$ cat config.mk
export PLATFORM = sky130hd
export DESIGN_NAME = hft_core_scheduler
export DESIGN_NICKNAME = d
export VERILOG_FILES = /design/src/rtl/hft_sched_pkg.sv /design/src/rtl/hft_rr_arbiter.sv /design/src/rtl/hft_core_scheduler.sv
export SDC_FILE = /design/constraint.sdc
export NUM_CORES = 1
export LEC_CHECK = 0
export CAP_MARGIN = 25
export CELL_PAD_IN_SITES_DETAIL_PLACEMENT = 1
export CELL_PAD_IN_SITES_GLOBAL_PLACEMENT = 1
export CORE_AREA = 2 2 379 381
export DETAILED_ROUTE_END_ITERATION = 8
export DIE_AREA = 0 0 381 383
export DONT_BUFFER_PORTS = 1
export PLACE_DENSITY = 0.37
export SLEW_MARGIN = 20
export SYNTH_ARGS = -nofsm -noshare
export SYNTH_HDL_FRONTEND = slang
export SYNTH_SLANG_ARGS = --single-unit
$ cat constraint.sdc
create_clock -name ap_clk -period 2.7 [get_ports ap_clk]
set_input_delay 0.405 -clock ap_clk [delete_from_list [all_inputs] [get_ports ap_clk]]
set_output_delay 0.405 -clock ap_clk [all_outputs]
set_load 0.01 [all_outputs]
$ cat src/rtl/hft_sched_pkg.sv
// Shared types and constants for the hft_zero_plus core scheduler.
package hft_sched_pkg;

    // Market-data snapshot as presented by a feed requester; bid_price sits in the MSBs.
    typedef struct packed {
        logic [31:0] bid_price;
        logic [31:0] ask_price;
        logic [31:0] bid_qty;
        logic [31:0] ask_qty;
        logic        bid_strong;
        logic        ask_strong;
        logic [31:0] position;
    } md_snapshot_t;

    localparam int unsigned SNAP_W = 162;

    // Scheduler FSM encodings, kept as plain constants for the legacy state register.
    localparam logic [1:0] ST_IDLE  = 2'd0;
    localparam logic [1:0] ST_ISSUE = 2'd1;
    localparam logic [1:0] ST_WAIT  = 2'd2;
    localparam logic [1:0] ST_RESP  = 2'd3;

    typedef enum logic [1:0] {
        S_IDLE  = ST_IDLE,
        S_ISSUE = ST_ISSUE,
        S_WAIT  = ST_WAIT,
        S_RESP  = ST_RESP
    } sched_state_t;

    // Decision action returned when the watchdog abandons a job.
    localparam logic [1:0] ACT_HOLD = 2'd0;

    // Saturating 16-bit increment used for the abandoned-job counter.
    function automatic logic [15:0] sat_inc16(input logic [15:0] v);
        return (v == 16'hFFFF) ? v : v + 16'd1;
    endfunction

endpackage

$ cat src/rtl/hft_rr_arbiter.sv
// Round-robin pick among snapshot requesters, with the rotating priority pointer.
module hft_rr_arbiter #(
    parameter int unsigned N_REQ = 4,
    parameter int unsigned ID_W  = $clog2(N_REQ)
) (
    input  logic             clk,
    input  logic             rst,
    input  logic             en,
    input  logic [N_REQ-1:0] req_valid,
    output logic [N_REQ-1:0] grant_vec,
    output logic [ID_W-1:0]  grant_id,
    output logic             grant_any
);

    logic [ID_W-1:0] rr_ptr;
    logic            found;
    logic [ID_W-1:0] pick;

    // First valid requester at or after rr_ptr, wrapping modulo N_REQ.
    always_comb begin
        found = 1'b0;
        pick  = '0;
        for (int unsigned i = 0; i < N_REQ; i++) begin
            if (!found && req_valid[(32'(rr_ptr) + i) % N_REQ]) begin
                found = 1'b1;
                pick  = ID_W'((32'(rr_ptr) + i) % N_REQ);
            end
        end
    end

    // Grant only when the scheduler can accept; one-hot decode of the pick.
    always_comb begin
        grant_any = en && found;
        grant_id  = pick;
        grant_vec = '0;
        for (int unsigned i = 0; i < N_REQ; i++) begin
            grant_vec[i] = grant_any && (pick == ID_W'(i));
        end
    end

    // Pointer moves to the requester after the winner on every grant.
    always_ff @(posedge clk) begin
        if (rst) begin
            rr_ptr <= '0;
        end else if (grant_any) begin
            rr_ptr <= (pick == ID_W'(N_REQ - 1)) ? '0 : pick + ID_W'(1);
        end
    end

endmodule

$ cat src/rtl/hft_core_scheduler.sv
// Shares one hft_zero_plus decision core among N_REQ snapshot feeds:
// round-robin accept, ap_start/ap_done sequencing with a watchdog, and a
// tagged valid/ready response channel.
module hft_core_scheduler
    import hft_sched_pkg::*;
#(
    parameter int unsigned N_REQ          = 4,
    parameter int unsigned TIMEOUT_CYCLES = 64,
    parameter int unsigned ID_W           = $clog2(N_REQ)
) (
    input  logic                    ap_clk,
    input  logic                    ap_rst,
    input  logic [N_REQ-1:0]        req_valid,
    output logic [N_REQ-1:0]        req_ready,
    input  logic [N_REQ*SNAP_W-1:0] req_snap,
    output logic                    core_start,
    input  logic                    core_done,
    input  logic                    core_idle,
    output logic [SNAP_W-1:0]       core_snap,
    input  logic [1:0]              core_action,
    input  logic [31:0]             core_price,
    input  logic [31:0]             core_qty,
    output logic                    rsp_valid,
    input  logic                    rsp_ready,
    output logic [ID_W-1:0]         rsp_id,
    output logic [1:0]              rsp_action,
    output logic [31:0]             rsp_price,
    output logic [31:0]             rsp_qty,
    output logic                    rsp_timeout,
    output logic                    busy,
    output logic [15:0]             timeout_count
);

    localparam int unsigned     TMR_W    = $clog2(TIMEOUT_CYCLES);
    localparam logic [TMR_W-1:0] TMR_LAST = TMR_W'(TIMEOUT_CYCLES - 1);

    logic [1:0]        state_q;
    logic [1:0]        state_d;
    logic [TMR_W-1:0]  timer_q;
    logic              grant_en;
    logic              grant_any;
    logic [ID_W-1:0]   grant_id;
    logic [N_REQ-1:0]  grant_vec;
    logic [SNAP_W-1:0] grant_snap;
    logic              done_hit;
    logic              expire;

    // Accept only from IDLE with the core idle; held off while reset is asserted
    // so a requester never sees an accept that the registers then discard.
    assign grant_en  = (state_q == ST_IDLE) && core_idle && !ap_rst;
    assign req_ready = grant_vec;

    hft_rr_arbiter #(
        .N_REQ (N_REQ),
        .ID_W  (ID_W)
    ) u_arb (
        .clk       (ap_clk),
        .rst       (ap_rst),
        .en        (grant_en),
        .req_valid (req_valid),
        .grant_vec (grant_vec),
        .grant_id  (grant_id),
        .grant_any (grant_any)
    );

    // Select the winning requester's snapshot.
    always_comb begin
        grant_snap = '0;
        for (int unsigned i = 0; i < N_REQ; i++) begin
            if (grant_id == ID_W'(i)) begin
                grant_snap = req_snap[i*SNAP_W +: SNAP_W];
            end
        end
    end

    // Done beats the watchdog when both land in the same WAIT cycle.
    always_comb begin
        done_hit = (state_q == ST_WAIT) && core_done;
        expire   = (state_q == ST_WAIT) && !core_done && (timer_q == TMR_LAST);
    end

    // Next-state logic for IDLE -> ISSUE -> WAIT -> RESP -> IDLE.
    always_comb begin
        state_d = state_q;
        case (state_q)
            ST_IDLE:  if (grant_any) state_d = ST_ISSUE;
            ST_ISSUE: state_d = ST_WAIT;
            ST_WAIT:  if (done_hit || expire) state_d = ST_RESP;
            ST_RESP:  if (rsp_ready) state_d = ST_IDLE;
            default:  state_d = ST_IDLE;
        endcase
    end

    // State register plus registered start pulse (high only in ISSUE) and busy flag.
    always_ff @(posedge ap_clk) begin
        if (ap_rst) begin
            state_q    <= ST_IDLE;
            core_start <= 1'b0;
            busy       <= 1'b0;
        end else begin
            state_q    <= state_d;
            core_start <= grant_any;
            busy       <= (state_d != ST_IDLE);
        end
    end

    // Watchdog: cleared while issuing, counts WAIT cycles without done.
    always_ff @(posedge ap_clk) begin
        if (ap_rst) begin
            timer_q <= '0;
        end else if (state_q == ST_ISSUE) begin
            timer_q <= '0;
        end else if ((state_q == ST_WAIT) && !core_done && !expire) begin
            timer_q <= timer_q + TMR_W'(1);
        end
    end

    // Latch the accepted snapshot and its requester tag at grant.
    always_ff @(posedge ap_clk) begin
        if (ap_rst) begin
            core_snap <= '0;
            rsp_id    <= '0;
        end else if (grant_any) begin
            core_snap <= grant_snap;
            rsp_id    <= grant_id;
        end
    end

    // Response registers: filled on done or expiry, held until the handshake.
    always_ff @(posedge ap_clk) begin
        if (ap_rst) begin
            rsp_valid     <= 1'b0;
            rsp_action    <= '0;
            rsp_price     <= '0;
            rsp_qty       <= '0;
            rsp_timeout   <= 1'b0;
            timeout_count <= '0;
        end else if (done_hit) begin
            rsp_valid   <= 1'b1;
            rsp_action  <= core_action;
            rsp_price   <= core_price;
            rsp_qty     <= core_qty;
            rsp_timeout <= 1'b0;
        end else if (expire) begin
            rsp_valid     <= 1'b1;
            rsp_action    <= ACT_HOLD;
            rsp_price     <= '0;
            rsp_qty       <= '0;
            rsp_timeout   <= 1'b1;
            timeout_count <= sat_inc16(timeout_count);
        end else if ((state_q == ST_RESP) && rsp_ready) begin
            rsp_valid <= 1'b0;
        end
    end

endmodule

==> results of run 1 <==
[logic make-up after synthesis]
kind of cell	synth area share [%]
multiplexers	0.07082
AND/OR/NAND/NOR	28.43
flip-flops	36.82
adder cells (fa/ha/maj)	0.5311
XOR/XNOR	0.1859
buffers and inverters	5.727
AO/OA/AOI/OAI	28.23
[worst max-delay path, delay by kind of cell (launching register included)]
family	cells	cell delay, ns
AO/OA/AOI/OAI	2	0.36
adder cells (fa/ha/maj)	1	0.15
buffers and inverters	3	0.38
flip-flops	1	0.36
AND/OR/NAND/NOR	3	0.34
[cells in the final DEF (no fill, tap or decap), types with 8 or more instances in the layout]
master                            n
sky130_fd_sc_hd__nand2_1        233
sky130_fd_sc_hd__nor2_1         238
sky130_fd_sc_hd__nor2b_1        163
sky130_fd_sc_hd__o311a_1        161
sky130_fd_sc_hd__dlygate4sd3_1  108
sky130_fd_sc_hd__a2bb2oi_1       66
sky130_fd_sc_hd__nor3_1         150
sky130_fd_sc_hd__o31ai_1         11
sky130_fd_sc_hd__o21ai_0          8
sky130_fd_sc_hd__nand3_1          9
sky130_fd_sc_hd__a221oi_1       154
sky130_fd_sc_hd__buf_4           95
sky130_fd_sc_hd__or4_1           14
sky130_fd_sc_hd__diode_2         10
sky130_fd_sc_hd__nor3_2          15
sky130_fd_sc_hd__a21oi_1         23
sky130_fd_sc_hd__clkbuf_1        10
sky130_fd_sc_hd__dfxtp_1        258
sky130_fd_sc_hd__inv_1           10
sky130_fd_sc_hd__clkbuf_16       42
sky130_fd_sc_hd__buf_12          36
[power groups by stage]
stage	clock (mW)	combinational [mW]	sequential (mW)
global placement	0	2.67	4.58
detailed placement	0	2.68	4.57
floorplan	0	1.64	4.40
CTS	5.91	2.91	4.49
global route	6.05	3.29	4.50
finish	5.62	3.01	4.48
[what timing repair did]
action / in CTS / in global routing
hold buffers: 109 / 0
cloned: 1 / 3
pin swaps: 3 / 0
resized for setup: 15 / 36
endpoints found under the setup margin: 27 / 70
setup buffers: 6 / 6
endpoints found under the hold margin: 172 / 0
[worst max-delay path by stage]
stage,end,from,cells after the start,slack [ns]
6_report,req_ready[3],u_arb.rr_ptr[0]$_SDFFE_PP0N_,9,0.08
4_1_cts,req_ready[3],u_arb.rr_ptr[0]$_SDFFE_PP0N_,9,-0.004
3_5_place_dp,core_snap[102]$_SDFFE_PP0N_,req_valid[0],11,-0.28
5_1_grt,req_ready[3],u_arb.rr_ptr[0]$_SDFFE_PP0N_,9,-0.05
3_3_place_gp,core_snap[102]$_SDFFE_PP0N_,req_valid[0],11,-0.31
2_1_floorplan,req_ready[3],req_valid[0],9,0.006
[cell type report]
cell class,count,area share [%]
clock buffer,55,5.419
multi-input combinational,1321,41.30
clock inverter,16,1.244
timing repair buffer,252,14.03
inverter,12,0.3526
tap,1903,11.77
sequential,260,25.76
antenna,10,0.1237
[flip-flops by register name, indices dropped and copies added, names as in the netlist]
register and count:
busy 1, timeout_count 16, timer_q 6, u_arb.rr_ptr 2, state_q 2, rsp_valid 1, rsp_qty 32, rsp_price 32
core_start 1, rsp_id 2, rsp_action 2, rsp_timeout 1, core_snap 162
[layer usage]
metal	routed length, µm	vias up
li1	-	6881
met1	41140	7713
met2	49420	682
met3	8246	145
met4	2297	16
met5	110	-
[per-stage QoR]
stage | util, % | instances
5_1_grt | 14.21 | 3825
4_1_cts | 13.96 | 3810
2_1_floorplan | - | 1792
6_report | 14.22 | 3829
3_3_place_gp | 12.13 | 3624
3_5_place_dp | 12.13 | 3624
==> results_dict.tcl, run 1 <==
set metrics [dict create \
    clock_tree.buffer_depth 3 \
    rsz0062_at_grt "true" \
    synthMostInstantiatedCell "sky130_fd_sc_hd__dfxtp_1" \
    cts_max_level 2 \
    timing.critical_path.to_type "output port" \
    final-seq-area_mm2 0.005210 \
    synth_cell_types 44 \
    hold-worst-slack_ns 0.07677 \
    syn_avg_cell_area_um2 7.888 \
    worstMarginPinSlew_ns 0.8074 \
    core_area_mm2 0.1423 \
    timing.final.ws_setup_ns 0.08020 \
    post_synthesis_instance_area_mm2 0.01413 \
    min-delay-start "req_snap[553]" \
    dpl-instance-area_mm2 0.01725 \
    worstHoldPathType "input pin to register" \
    reg2reg_from "u_arb.rr_ptr[0]$_SDFFE_PP0N_" \
    vias_in_the_first_global_route 15650 \
    drt.antenna.violating_nets 0 \
    ys_async_rst_share_pct 0 \
    power.share.switching_pct 32.78 \
    maxClockFrequency_mhz 381.7 \
    clk_latency_ns 0.60 \
    clock_root_cell "sky130_fd_sc_hd__clkbuf_16" \
    ys_dominant_reg_cell "sky130_fd_sc_hd__dfxtp_1" \
    sequentialPowerShare_pct 34.2 \
    leakage_nw 7.130 \
    critical_path_required_ns 2.30 \
    maxCapViolations 0 \
    final_area_mm2 0.02022 \
    ys_seq_area_share_pct 36.82 \
    power.internal_mw 8.805 \
    fillers 17000 \
    peakVddDrop_mv 0.3370 \
    grt_pass1_wl_um 134500 \
    synth_enable_flop_cells 0 \
    tritoncts "yes" \
    combined_area_of_the_multi_input_logic_cells_mm2 0.008352 \
    worst-r2r-setup-slack_ns 0.08 \
    cts_made_buffers 39 \
    holdPathEnd "core_snap[67]$_SDFFE_PP0N_" \
    final_max_slew_viol_count 0 \
    fin_setup_tns_ns 0 \
    floorplan.die_area_mm2 0.1459 \
    port_buffers 0 \
    p_per_area_mw_per_mm2 647.6 \
    gr-total-overflow 0 \
    crit_path_max_fanout 4 \
    initialDrtViolationCount 776 \
    reg2reg_depth 12 \
    std_cell_rows 139 \
    clkSlewWorstSetupHoldPaths_ns 0.06 \
    synthCells 1792 \
    finalHoldViolCount 0 \
    setup.worst_path.start_class "register" \
    die_w_um 381 \
    worst_r2r_endpoint "core_snap[111]$_SDFFE_PP0N_" \
    totalWireLength_um 101200 \
    netlist_top_cells_count "sky130_fd_sc_hd__dfxtp_1, sky130_fd_sc_hd__nand2_1, sky130_fd_sc_hd__nor2_1, sky130_fd_sc_hd__clkbuf_1" \
    post_route_cells_drive_above_1_share_pct 13.31 \
    critical_path.slowest_cell "sky130_fd_sc_hd__dfxtp_4" \
    report.power.total_mw 13.10 \
    final_min_period_over_clock_period_pct 97.03 \
    synth.yosys.warnings 0 \
    routed-via-count 15440 \
    grt_usage_pct 12.98 \
    placement.setup.worst_slack_ns -0.2812 \
    grt.met1_usage_pct 15.50 \
    detail_route.vias_per_cell 4.032 \
    global_route.peak_usage_layer "met2" \
    synth_area_leaders "sky130_fd_sc_hd__dfxtp_1, sky130_fd_sc_hd__o311a_1, sky130_fd_sc_hd__a221oi_1, sky130_fd_sc_hd__nor2b_1, sky130_fd_sc_hd__nand2_1" \
    design.portCount 977 \
    power.switching_mw 4.293 \
    crit_chain "nor2b_2 > o21ba_2 > a211oi_2 > buf_4 > and2_4 > buf_4 > ha_4 > buf_12 > and2_4" \
    ys_ff_latch 260 \
    clkSinkCount 260 \
    dp_hpwl_um 77980 \
    global_route.usage.met2_pct 22.29 \
    setup_viol_count_final 0 \
    postSynthNetCount 2521 \
    slew_hr_pct 46.18 \
    period_needed_ns 2.620 \
    layout_area_overhead_pct 43.08 \
    gp_congestion 0.8224 \
    die_y_um 383 \
    synth.top_cell.area_share_pct 36.82 \
    drcViolationCount 0 \
    cp_data_arrival_time_ns 2.21 \
    grt_antenna_before_repair 47 \
    initial_utilization_pct 9.936 \
    num-nets-final 2615 \
    pin_count_of_the_biggest_net_entering_global_routing 132 \
    synth_area_leader_cell "sky130_fd_sc_hd__dfxtp_1" \
    timing.setup.critical_path_class "register to output port" \
    finClkSkew_ns 0.01693 \
    drt-wirelength-per-cell_um 26.43 \
    cp_slowest_stage_delay_ns 0.36 \
    clock_power_share_pct 42.9 \
    holdPathStages 3 \
    gr-usage-met3_pct 4.378 \
    run_status "finished, final reports clean" \
    comb_power_share_pct 23.0 \
    drtPass1Iterations 5 \
]
Power figures use the tool's default switching activity.
==> inputs of run 2 (changes only) <==
--- a/config.mk
+++ b/config.mk
@@ -5,6 +5,7 @@
 export SDC_FILE = /design/constraint.sdc
 export NUM_CORES = 1
 export LEC_CHECK = 0
+export ABC_CLOCK_PERIOD_IN_PS = 2700
 export CAP_MARGIN = 25
 export CELL_PAD_IN_SITES_DETAIL_PLACEMENT = 1
 export CELL_PAD_IN_SITES_GLOBAL_PLACEMENT = 1
==> results of run 2 <==
No change in the layout: final DEF, timing and power equal those of run 1.
